===== src/rtl/rggen_bus_splitter_fsm.sv =====
// -----------------------------------------------------------------------------
// rggen_bus_splitter_fsm
//
// Splits one rggen bus slave port across TOTAL_REGISTERS register channels.
// An IDLE/WAIT/RESPOND state machine lets registers stall ready for any number
// of cycles. Decode faults (no select, or more than one select) are answered
// with SLAVE_ERROR, and every SLAVE_ERROR response raises error_pulse in the
// done cycle. The response path is fully registered, so there is no
// combinational path from a register channel back to the bus.
//
// Optional feature macro: RGGEN_BUS_SPLITTER_WATCHDOG_EN
//   Defined:   a WAIT that has lasted TIMEOUT_CYCLES cycles without ready is
//              terminated with SLAVE_ERROR.
//   Undefined: no counter exists; WAIT persists until ready, a select change,
//              or the request being dropped. TIMEOUT_CYCLES is ignored.
//
// Ports
//   clk, rst_n                 clock, asynchronous active-low reset
//   bus_request .. bus_write_strobe
//                              upstream request side (from the bus adapter)
//   bus_done, bus_read_done, bus_write_done, bus_read_data, bus_status
//                              upstream response side (registered)
//   register_request .. register_write_strobe
//                              per-channel request fan-out
//   register_select, register_ready, register_read_data, register_status
//                              per-channel decode/response inputs
//   busy                       high while the state machine is not IDLE
//   error_pulse                one-cycle pulse with done on a SLAVE_ERROR
//
// Status encoding: OKAY=2'b00, EXOKAY=2'b01, SLAVE_ERROR=2'b10,
// DECODE_ERROR=2'b11. Direction encoding: READ=0, WRITE=1.
// -----------------------------------------------------------------------------
module rggen_bus_splitter_fsm #(
   parameter int ADDRESS_WIDTH   = 16,
   parameter int DATA_WIDTH      = 32,
   parameter int TOTAL_REGISTERS = 1,
   parameter int TIMEOUT_CYCLES  = 256
) (
   input  logic                                           clk,
   input  logic                                           rst_n,
   // upstream bus
   input  logic                                           bus_request,
   input  logic [ADDRESS_WIDTH-1:0]                       bus_address,
   input  logic                                           bus_direction,
   input  logic [DATA_WIDTH-1:0]                          bus_write_data,
   input  logic [DATA_WIDTH/8-1:0]                        bus_write_strobe,
   output logic                                           bus_done,
   output logic                                           bus_read_done,
   output logic                                           bus_write_done,
   output logic [DATA_WIDTH-1:0]                          bus_read_data,
   output logic [1:0]                                     bus_status,
   // register channels
   output logic [TOTAL_REGISTERS-1:0]                     register_request,
   output logic [TOTAL_REGISTERS-1:0][ADDRESS_WIDTH-1:0]  register_address,
   output logic [TOTAL_REGISTERS-1:0]                     register_direction,
   output logic [TOTAL_REGISTERS-1:0][DATA_WIDTH-1:0]     register_write_data,
   output logic [TOTAL_REGISTERS-1:0][DATA_WIDTH/8-1:0]   register_write_strobe,
   input  logic [TOTAL_REGISTERS-1:0]                     register_select,
   input  logic [TOTAL_REGISTERS-1:0]                     register_ready,
   input  logic [TOTAL_REGISTERS-1:0][DATA_WIDTH-1:0]     register_read_data,
   input  logic [TOTAL_REGISTERS-1:0][1:0]                register_status,
   // status
   output logic                                           busy,
   output logic                                           error_pulse
);

   localparam logic [1:0] RGGEN_OKAY        = 2'b00;
   localparam logic [1:0] RGGEN_SLAVE_ERROR = 2'b10;
   localparam logic       RGGEN_READ        = 1'b0;
   localparam logic       RGGEN_WRITE       = 1'b1;

   // Elaboration-time parameter sanity checks.
   generate
      if (TOTAL_REGISTERS < 1) begin : g_bad_total_registers
         $error("TOTAL_REGISTERS must be at least 1");
      end
      if (TIMEOUT_CYCLES < 1) begin : g_bad_timeout_cycles
         $error("TIMEOUT_CYCLES must be at least 1");
      end
   endgenerate

   typedef enum logic [1:0] {
      ST_IDLE    = 2'd0,
      ST_WAIT    = 2'd1,
      ST_RESPOND = 2'd2
   } state_t;

   state_t                 state_reg;
   logic                   done_reg;
   logic                   read_done_reg;
   logic                   write_done_reg;
   logic [DATA_WIDTH-1:0]  read_data_reg;
   logic [1:0]             status_reg;
   logic                   busy_reg;
   logic                   error_pulse_reg;

`ifdef RGGEN_BUS_SPLITTER_WATCHDOG_EN
   localparam int                 COUNT_W     = $clog2(TIMEOUT_CYCLES + 1);
   localparam logic [COUNT_W-1:0] COUNT_LIMIT = COUNT_W'(TIMEOUT_CYCLES - 1);
   localparam logic [COUNT_W-1:0] COUNT_MAX   = {COUNT_W{1'b1}};
   logic [COUNT_W-1:0]            wait_count_reg;
`endif

   // Decode view of the register channels
   logic [TOTAL_REGISTERS-1:0]                   sel;
   logic                                         rdy;
   logic                                         sel_one_hot;
   logic [TOTAL_REGISTERS-1:0][DATA_WIDTH-1:0]   masked_data;
   logic [TOTAL_REGISTERS-1:0][1:0]              masked_status;
   logic [DATA_WIDTH-1:0]                        mux_data;
   logic [1:0]                                   mux_status;

   // Per-cycle decisions of the state machine
   logic finish_ok;     // complete with the selected channel's response
   logic finish_err;    // complete with SLAVE_ERROR
   logic finish_any;
   logic enter_wait;    // one-hot select, register not ready yet
   logic abort_wait;    // request withdrawn while waiting: no response

   assign sel         = register_select;
   // Ready from a channel that is not selected must never complete an access.
   assign rdy         = |(register_ready & sel);
   assign sel_one_hot = $onehot(sel);

   // Request fan-out and response masking, one slice per channel.
   // The request is withheld in RESPOND so no register sees a second
   // request while the done for the current one is on the bus.
   generate
      for (genvar gi = 0; gi < TOTAL_REGISTERS; gi++) begin : g_channel
         assign register_request[gi]      = bus_request && (state_reg != ST_RESPOND);
         assign register_address[gi]      = bus_address;
         assign register_direction[gi]    = bus_direction;
         assign register_write_data[gi]   = bus_write_data;
         assign register_write_strobe[gi] = bus_write_strobe;
         assign masked_data[gi]           = register_read_data[gi] & {DATA_WIDTH{sel[gi]}};
         assign masked_status[gi]         = register_status[gi] & {2{sel[gi]}};
      end
   endgenerate

   // AND-OR response mux: only used when sel is one-hot.
   always_comb begin
      mux_data   = '0;
      mux_status = '0;
      for (int i = 0; i < TOTAL_REGISTERS; i++) begin
         mux_data   = mux_data | masked_data[i];
         mux_status = mux_status | masked_status[i];
      end
   end

   always_comb begin
      finish_ok  = 1'b0;
      finish_err = 1'b0;
      enter_wait = 1'b0;
      abort_wait = 1'b0;
      case (state_reg)
         ST_IDLE: begin
            if (bus_request) begin
               // Zero or multiple selects is a decode fault; registers may
               // already have acted on a multi-hot write.
               if (!sel_one_hot) begin
                  finish_err = 1'b1;
               end else if (rdy) begin
                  finish_ok = 1'b1;
               end else begin
                  enter_wait = 1'b1;
               end
            end
         end
         ST_WAIT: begin
            if (!bus_request) begin
               abort_wait = 1'b1;
            end else if (!sel_one_hot) begin
               finish_err = 1'b1;
            end else if (rdy) begin
               // Checked before the watchdog so a real response on the
               // expiry cycle is still returned.
               finish_ok = 1'b1;
            end
`ifdef RGGEN_BUS_SPLITTER_WATCHDOG_EN
            else if (wait_count_reg == COUNT_LIMIT) begin
               finish_err = 1'b1;
            end
`endif
         end
         default: begin
         end
      endcase
   end

   assign finish_any = finish_ok || finish_err;

   always_ff @(posedge clk or negedge rst_n) begin
      if (!rst_n) begin
         state_reg       <= ST_IDLE;
         done_reg        <= 1'b0;
         read_done_reg   <= 1'b0;
         write_done_reg  <= 1'b0;
         read_data_reg   <= '0;
         status_reg      <= RGGEN_OKAY;
         busy_reg        <= 1'b0;
         error_pulse_reg <= 1'b0;
`ifdef RGGEN_BUS_SPLITTER_WATCHDOG_EN
         wait_count_reg  <= '0;
`endif
      end else begin
         // Response outputs are non-zero only in the RESPOND cycle.
         done_reg        <= finish_any;
         read_done_reg   <= finish_any && (bus_direction == RGGEN_READ);
         write_done_reg  <= finish_any && (bus_direction == RGGEN_WRITE);
         read_data_reg   <= finish_ok ? mux_data : '0;
         status_reg      <= finish_err ? RGGEN_SLAVE_ERROR :
                            finish_ok  ? mux_status        : RGGEN_OKAY;
         error_pulse_reg <= finish_err || (finish_ok && (mux_status == RGGEN_SLAVE_ERROR));
         // busy mirrors "next state != IDLE"
         busy_reg        <= finish_any || enter_wait ||
                            ((state_reg == ST_WAIT) && !abort_wait);

         case (state_reg)
            ST_IDLE: begin
               if (finish_any) begin
                  state_reg <= ST_RESPOND;
               end else if (enter_wait) begin
                  state_reg <= ST_WAIT;
               end
            end
            ST_WAIT: begin
               if (abort_wait) begin
                  state_reg <= ST_IDLE;
               end else if (finish_any) begin
                  state_reg <= ST_RESPOND;
               end
            end
            ST_RESPOND: begin
               state_reg <= ST_IDLE;
            end
            default: begin
               state_reg <= ST_IDLE;
            end
         endcase

`ifdef RGGEN_BUS_SPLITTER_WATCHDOG_EN
         // Counts cycles spent in WAIT; cleared on entry and whenever the
         // machine is elsewhere.
         if ((state_reg != ST_WAIT) || abort_wait || finish_any) begin
            wait_count_reg <= '0;
         end else if (wait_count_reg != COUNT_MAX) begin
            wait_count_reg <= wait_count_reg + COUNT_W'(1);
         end
`endif
      end
   end

   assign bus_done       = done_reg;
   assign bus_read_done  = read_done_reg;
   assign bus_write_done = write_done_reg;
   assign bus_read_data  = read_data_reg;
   assign bus_status     = status_reg;
   assign busy           = busy_reg;
   assign error_pulse    = error_pulse_reg;

endmodule


===== config.mk =====
export PLATFORM = sky130hd
export DESIGN_NAME = rggen_bus_splitter_fsm
export DESIGN_NICKNAME = d
export VERILOG_FILES = /design/src/rtl/rggen_bus_splitter_fsm.sv
export SDC_FILE = /design/constraint.sdc
export NUM_CORES = 1
export LEC_CHECK = 0
export ABC_AREA = 1
export ABC_CLOCK_PERIOD_IN_PS = 2850
export BUFFER_PORTS_ARGS = -buffer_cell sky130_fd_sc_hd__buf_4
export CAP_MARGIN = 20
export CORE_MARGIN = 3
export CORE_UTILIZATION = 38
export DETAILED_ROUTE_END_ITERATION = 10
export GPL_ROUTABILITY_DRIVEN = 0
export PLACE_DENSITY = 0.91
export SYNTH_ARGS = -nofsm -noshare
export SYNTH_HDL_FRONTEND = slang
export SYNTH_SLANG_ARGS = --single-unit
export TNS_END_PERCENT = 1

===== constraint.sdc =====
create_clock -name clk -period 2.85 [get_ports clk]
set_clock_uncertainty 0.2 [all_clocks]
set_input_delay 0.4275 -clock clk [delete_from_list [all_inputs] [get_ports clk]]
set_output_delay 0.4275 -clock clk [all_outputs]
set_load 0.02 [all_outputs]

---- Yosys cells after proc, flatten, opt, wreduce, memory -nomap -nowiden ----
Cells that the tools add are included.
storage, ports and cells
  register bits after elaboration ......... 41
  output and inout bits ................... 93
  word-level logic and storage cells ...... 51
operators by class
  equal/unequal tests ..................... 5
  muxes and demuxes ....................... 21
  bitwise gates (word level) .............. 4
  reductions and logical operators ........ 13
operator list
  operator            number
  $and 32x32->32      1
  $mux 32             1
  $mux 1              13
  $mux 2              6
  $ne 3x3->1 const B  2
  $logic_and 1x1->1   5
  $logic_or 1x1->1    4
  $pmux 2 s2          1
  $and 2x2->2         1
  $eq 2x1->1 const B  1
  $eq 2x2->1 const B  1
  $logic_not 2->1     1
  $ne 2x2->1 const B  1
  $reduce_and 2->1    1
  $reduce_or 2->1     1
  $and 1x1->1         1
  $logic_not 1->1     1
  $not 1->1           1

---- Logic depth before layout (Yosys ltp) ----
  depth after elaboration ................. 9
  depth in mapped cells ................... 5

---- Worst setup path after synthesis ----
Ideal clock, no wire load.
  path type ............................... input -> output
  from .................................... in bus_request
  to ...................................... out register_request
  arrival time ............................ 0.963 ns
  setup slack ............................. 1.259 ns
  stages on the path ...................... 2
  path through ............................ inv_1 -> o21ai_0
between the ends
  longest elaborated chain between the ends .. 1
RTL lines
  item               line  source
  start, declared    42    input logic bus_request,
  $logic_and 1x1->1  130   assign register_request[gi] = bus_request && (state_reg != ST_RESPOND);
  end, declared      53    output logic [TOTAL_REGISTERS-1:0] register_request,
No other way between the ends.

---- Worst setup path in the final report ----
  from .................................... reg state_reg[1]
  to ...................................... out register_request
between the ends
  longest elaborated chain between the ends .. 2
RTL lines
  item                    line  source
  start, declared         88    state_t state_reg;
  start signal, assigned  194   state_reg <= ST_IDLE;
  start signal, assigned  221   state_reg <= ST_RESPOND;
  start signal, assigned  223   state_reg <= ST_WAIT;
  $ne 2x2->1              130
  $logic_and 1x1->1       130
No other way between the ends.

==> flow_summary.json <==
{
  "outcome": "complete, no violations",
  "cts_root_buf": "clkbuf_8",
  "finalCritPeriodShare_pct": 59.9,
  "yosys_warnings": 0,
  "tns_ns": 0,
  "leakage_nw": 1.36,
  "p_switching_mw": 0.264,
  "setup_viol": 0,
  "tritoncts": "yes",
  "grt_pass1_vias": 1129,
  "max_slew_margin_pct": 66.3,
  "fin_nets": 311,
  "die-area_mm2": 0.00566,
  "drive_gt1_share_pct": 40.6,
  "synthAdderAreaFrac_pct": 0,
  "crit_type": "reg -> out",
  "ant_nets": 0,
  "grt_max_degree": 42,
  "synth-simple-area-share_pct": 11.1,
  "hold_path_class": "in -> reg",
  "synth_compound_area_share_pct": 0.825,
  "start_util_pct": 40.7,
  "drt-vias-per-instance": 4.25,
  "die_w_um": 75.2,
  "clk_latency_ns": 0.28,
  "crit_path_end": "register_request",
  "regToRegSetupSlack_ns": 1.45,
  "r2r-start": "state_reg[1]",
  "p_clk_share_pct": 37.0,
  "grt_first_pass_wirelength_um": 5840,
  "synthDistinctLibCells": 11,
  "die_h_um": 75.2,
  "dpl.hpwl_um": 3450,
  "dr.pass1.iters": 2,
  "cp-startpoint": "state_reg[1]",
  "cts_made_buffers": 5,
  "rsz0062_at_grt": "false",
  "max_freq_mhz": 586,
  "route.final.wire_length_um": 4290,
  "syn_area_mm2": 0.00182,
  "design_area_mm2": 0.00217,
  "start_kind": "flip-flop",
  "grt.total_usage_pct": 14.4,
  "regToRegEndpoint": "error_pulse",
  "swShare_pct": 22.3,
  "synthMuxAreaShare_pct": 0,
  "place_area_mm2": 0.00205,
  "synth_top_area_share_pct": 56.4,
  "drv_cap": 0,
  "num_vias": 1153,
  "synth_fp_nets": 279,
  "p_seq_share_pct": 51.1,
  "synth_top_cells_by_area": "dfrtp_1, buf_4, inv_1",
  "avgSynthCellArea_um2": 9.74,
  "end_kind": "output port",
  "critPathRequiredTime_ns": 2.22,
  "finalPower_mw": 1.18,
  "avgRoutedWirePerCell_um": 15.8,
  "drc": 0,
  "overflow": 0,
  "min_period_ns": 1.71,
  "fp-row-count": 24,
  "netlist_instances": 187,
  "cts_resized": 0,
  "io_buffers": 80,
  "synth_top_area_cell": "dfrtp_1",
  "antenna_found_initial": 0,
  "vdd_drop_max_v": 0.000169,
  "antennaDiodeCount": 0,
  "fp.coreArea_mm2": 0.00447,
  "largest_reg_flops": 32,
  "hold_viol": 0,
  "power.internal_mw": 0.921,
  "synth_seq_area_share_pct": 56.4,
  "cts.sinks": 41,
  "area_delta_synth_final_pct": 19.1,
  "p_comb_share_pct": 11.9,
  "worstMarginPinSlew_ns": 0.505,
  "synth_top_family_by_area": "buffers and inverters",
  "synthXorXnorAreaFrac_pct": 0,
  "clk_pin_slew_ns": 0.07,
  "drtIter0Drc": 47,
  "io_pins": 185,
  "ys_seq_elements": 41,
  "final_util_pct": 48.5,
  "critical_path.max_fanout": 3,
  "arrival_ns": 1.08,
  "powerDensity_mw_per_mm2": 546,
  "fill_cells": 404,
  "htreeDepth": 2,
  "cts_max_path_buffers": 2,
  "r2r_cells": 3,
  "slew_violations": 0
}
-- how the worst min path moves through the flow --
| stage | start | to | slack [ns] | cells past startpoint |
|---|---|---|---|---|
| after floorplan | rst_n | bus_done | -0.07 | 0 |
| after global placement | rst_n | bus_read_data[26] | 0.22 | 1 |
| after detailed placement | rst_n | bus_read_data[31] | 0.23 | 1 |
| after CTS | bus_direction | bus_read_done | 0.1 | 2 |
| after global routing | bus_direction | bus_read_done | 0.10 | 2 |
| final | bus_direction | bus_read_done | 0.10 | 2 |
-- per-stage QoR --
| stage | worst slack (ns) | std cells | hold WS (ns) |
|---|---|---|---|
| finish | 1.14 | 271 | 0.103 |
| global route | 1.09 | 271 | 0.100 |
| CTS | 1.12 | 271 | 0.0981 |
| detailed placement | 1.27 | 263 | 0.234 |
| global placement | 1.34 | 263 | 0.222 |
| floorplan | 1.26 | 187 | -0.0681 |
-- cells in the mapped netlist, drive strengths merged --
library cell and instances:
buf 56, dfrtp 41, inv 39, nor2 38, nand2 6, nand3 3, o21ai 3, nand4 1
-- cells by family after synthesis --
group	after synthesis
compound gates	3
buf+inv	95
flops	41
simple gates	48
-- layer usage --
metal  track usage, %  vias up  part of all wire [%]
met5                0        -                     0
li1                 -      538                     -
met1             11.8      506                    27
met4             6.99        0                   2.4
met3             8.95       18                    16
met2             26.6       91                    56
-- layout by cell type, fill, tap and decap left out --
cell | netlist | final
buf_4 | 53 | 80
dfrtp_1 | 41 | 41
inv_1 | 39 | 39
nor2_1 | 37 | 37
nand2_1 | 5 | 5
clkbuf_8 | 0 | 5
o21ai_0 | 3 | 3
nand3_1 | 3 | 3
nor2_4 | 1 | 1
nand2_4 | 1 | 1
nand4_1 | 1 | 1
bufinv_16 | 0 | 1
clkinv_2 | 0 | 1
dlygate4sd3_1 | 0 | 1
-- power by group through the flow --
stage	logic, mW	registers (mW)	clock network, mW
after global placement	0.138	0.617	0
after CTS	0.144	0.606	0.451
after floorplan	0.141	0.638	0
after detailed placement	0.142	0.617	0
final	0.141	0.606	0.438
after global routing	0.155	0.608	0.476
-- area by class of cell --
type	count	area [um^2]	share of cell area, %
clock buffer	5	68.8	3.17
clock inverter	2	35.0	1.62
inverter	39	146	6.75
multi-input combinational	51	216	9.98
sequential	41	1030	47.3
tap	52	65.1	3.00
timing repair buffer	81	611	28.2
-- worst max-delay path: stages (launching register included) --
cell and delay [ns]:
dfrtp_1 0.42, o21ai_0 0.20, buf_4 0.17
-- timing repair --
| action | 4_1_cts | 5_1_grt |
|---|---|---|
| setup buffers | 0 | 0 |
| endpoints found under the hold margin | 41 | 0 |
| hold buffers | 1 | 0 |
(Power assumes the default switching activity.)
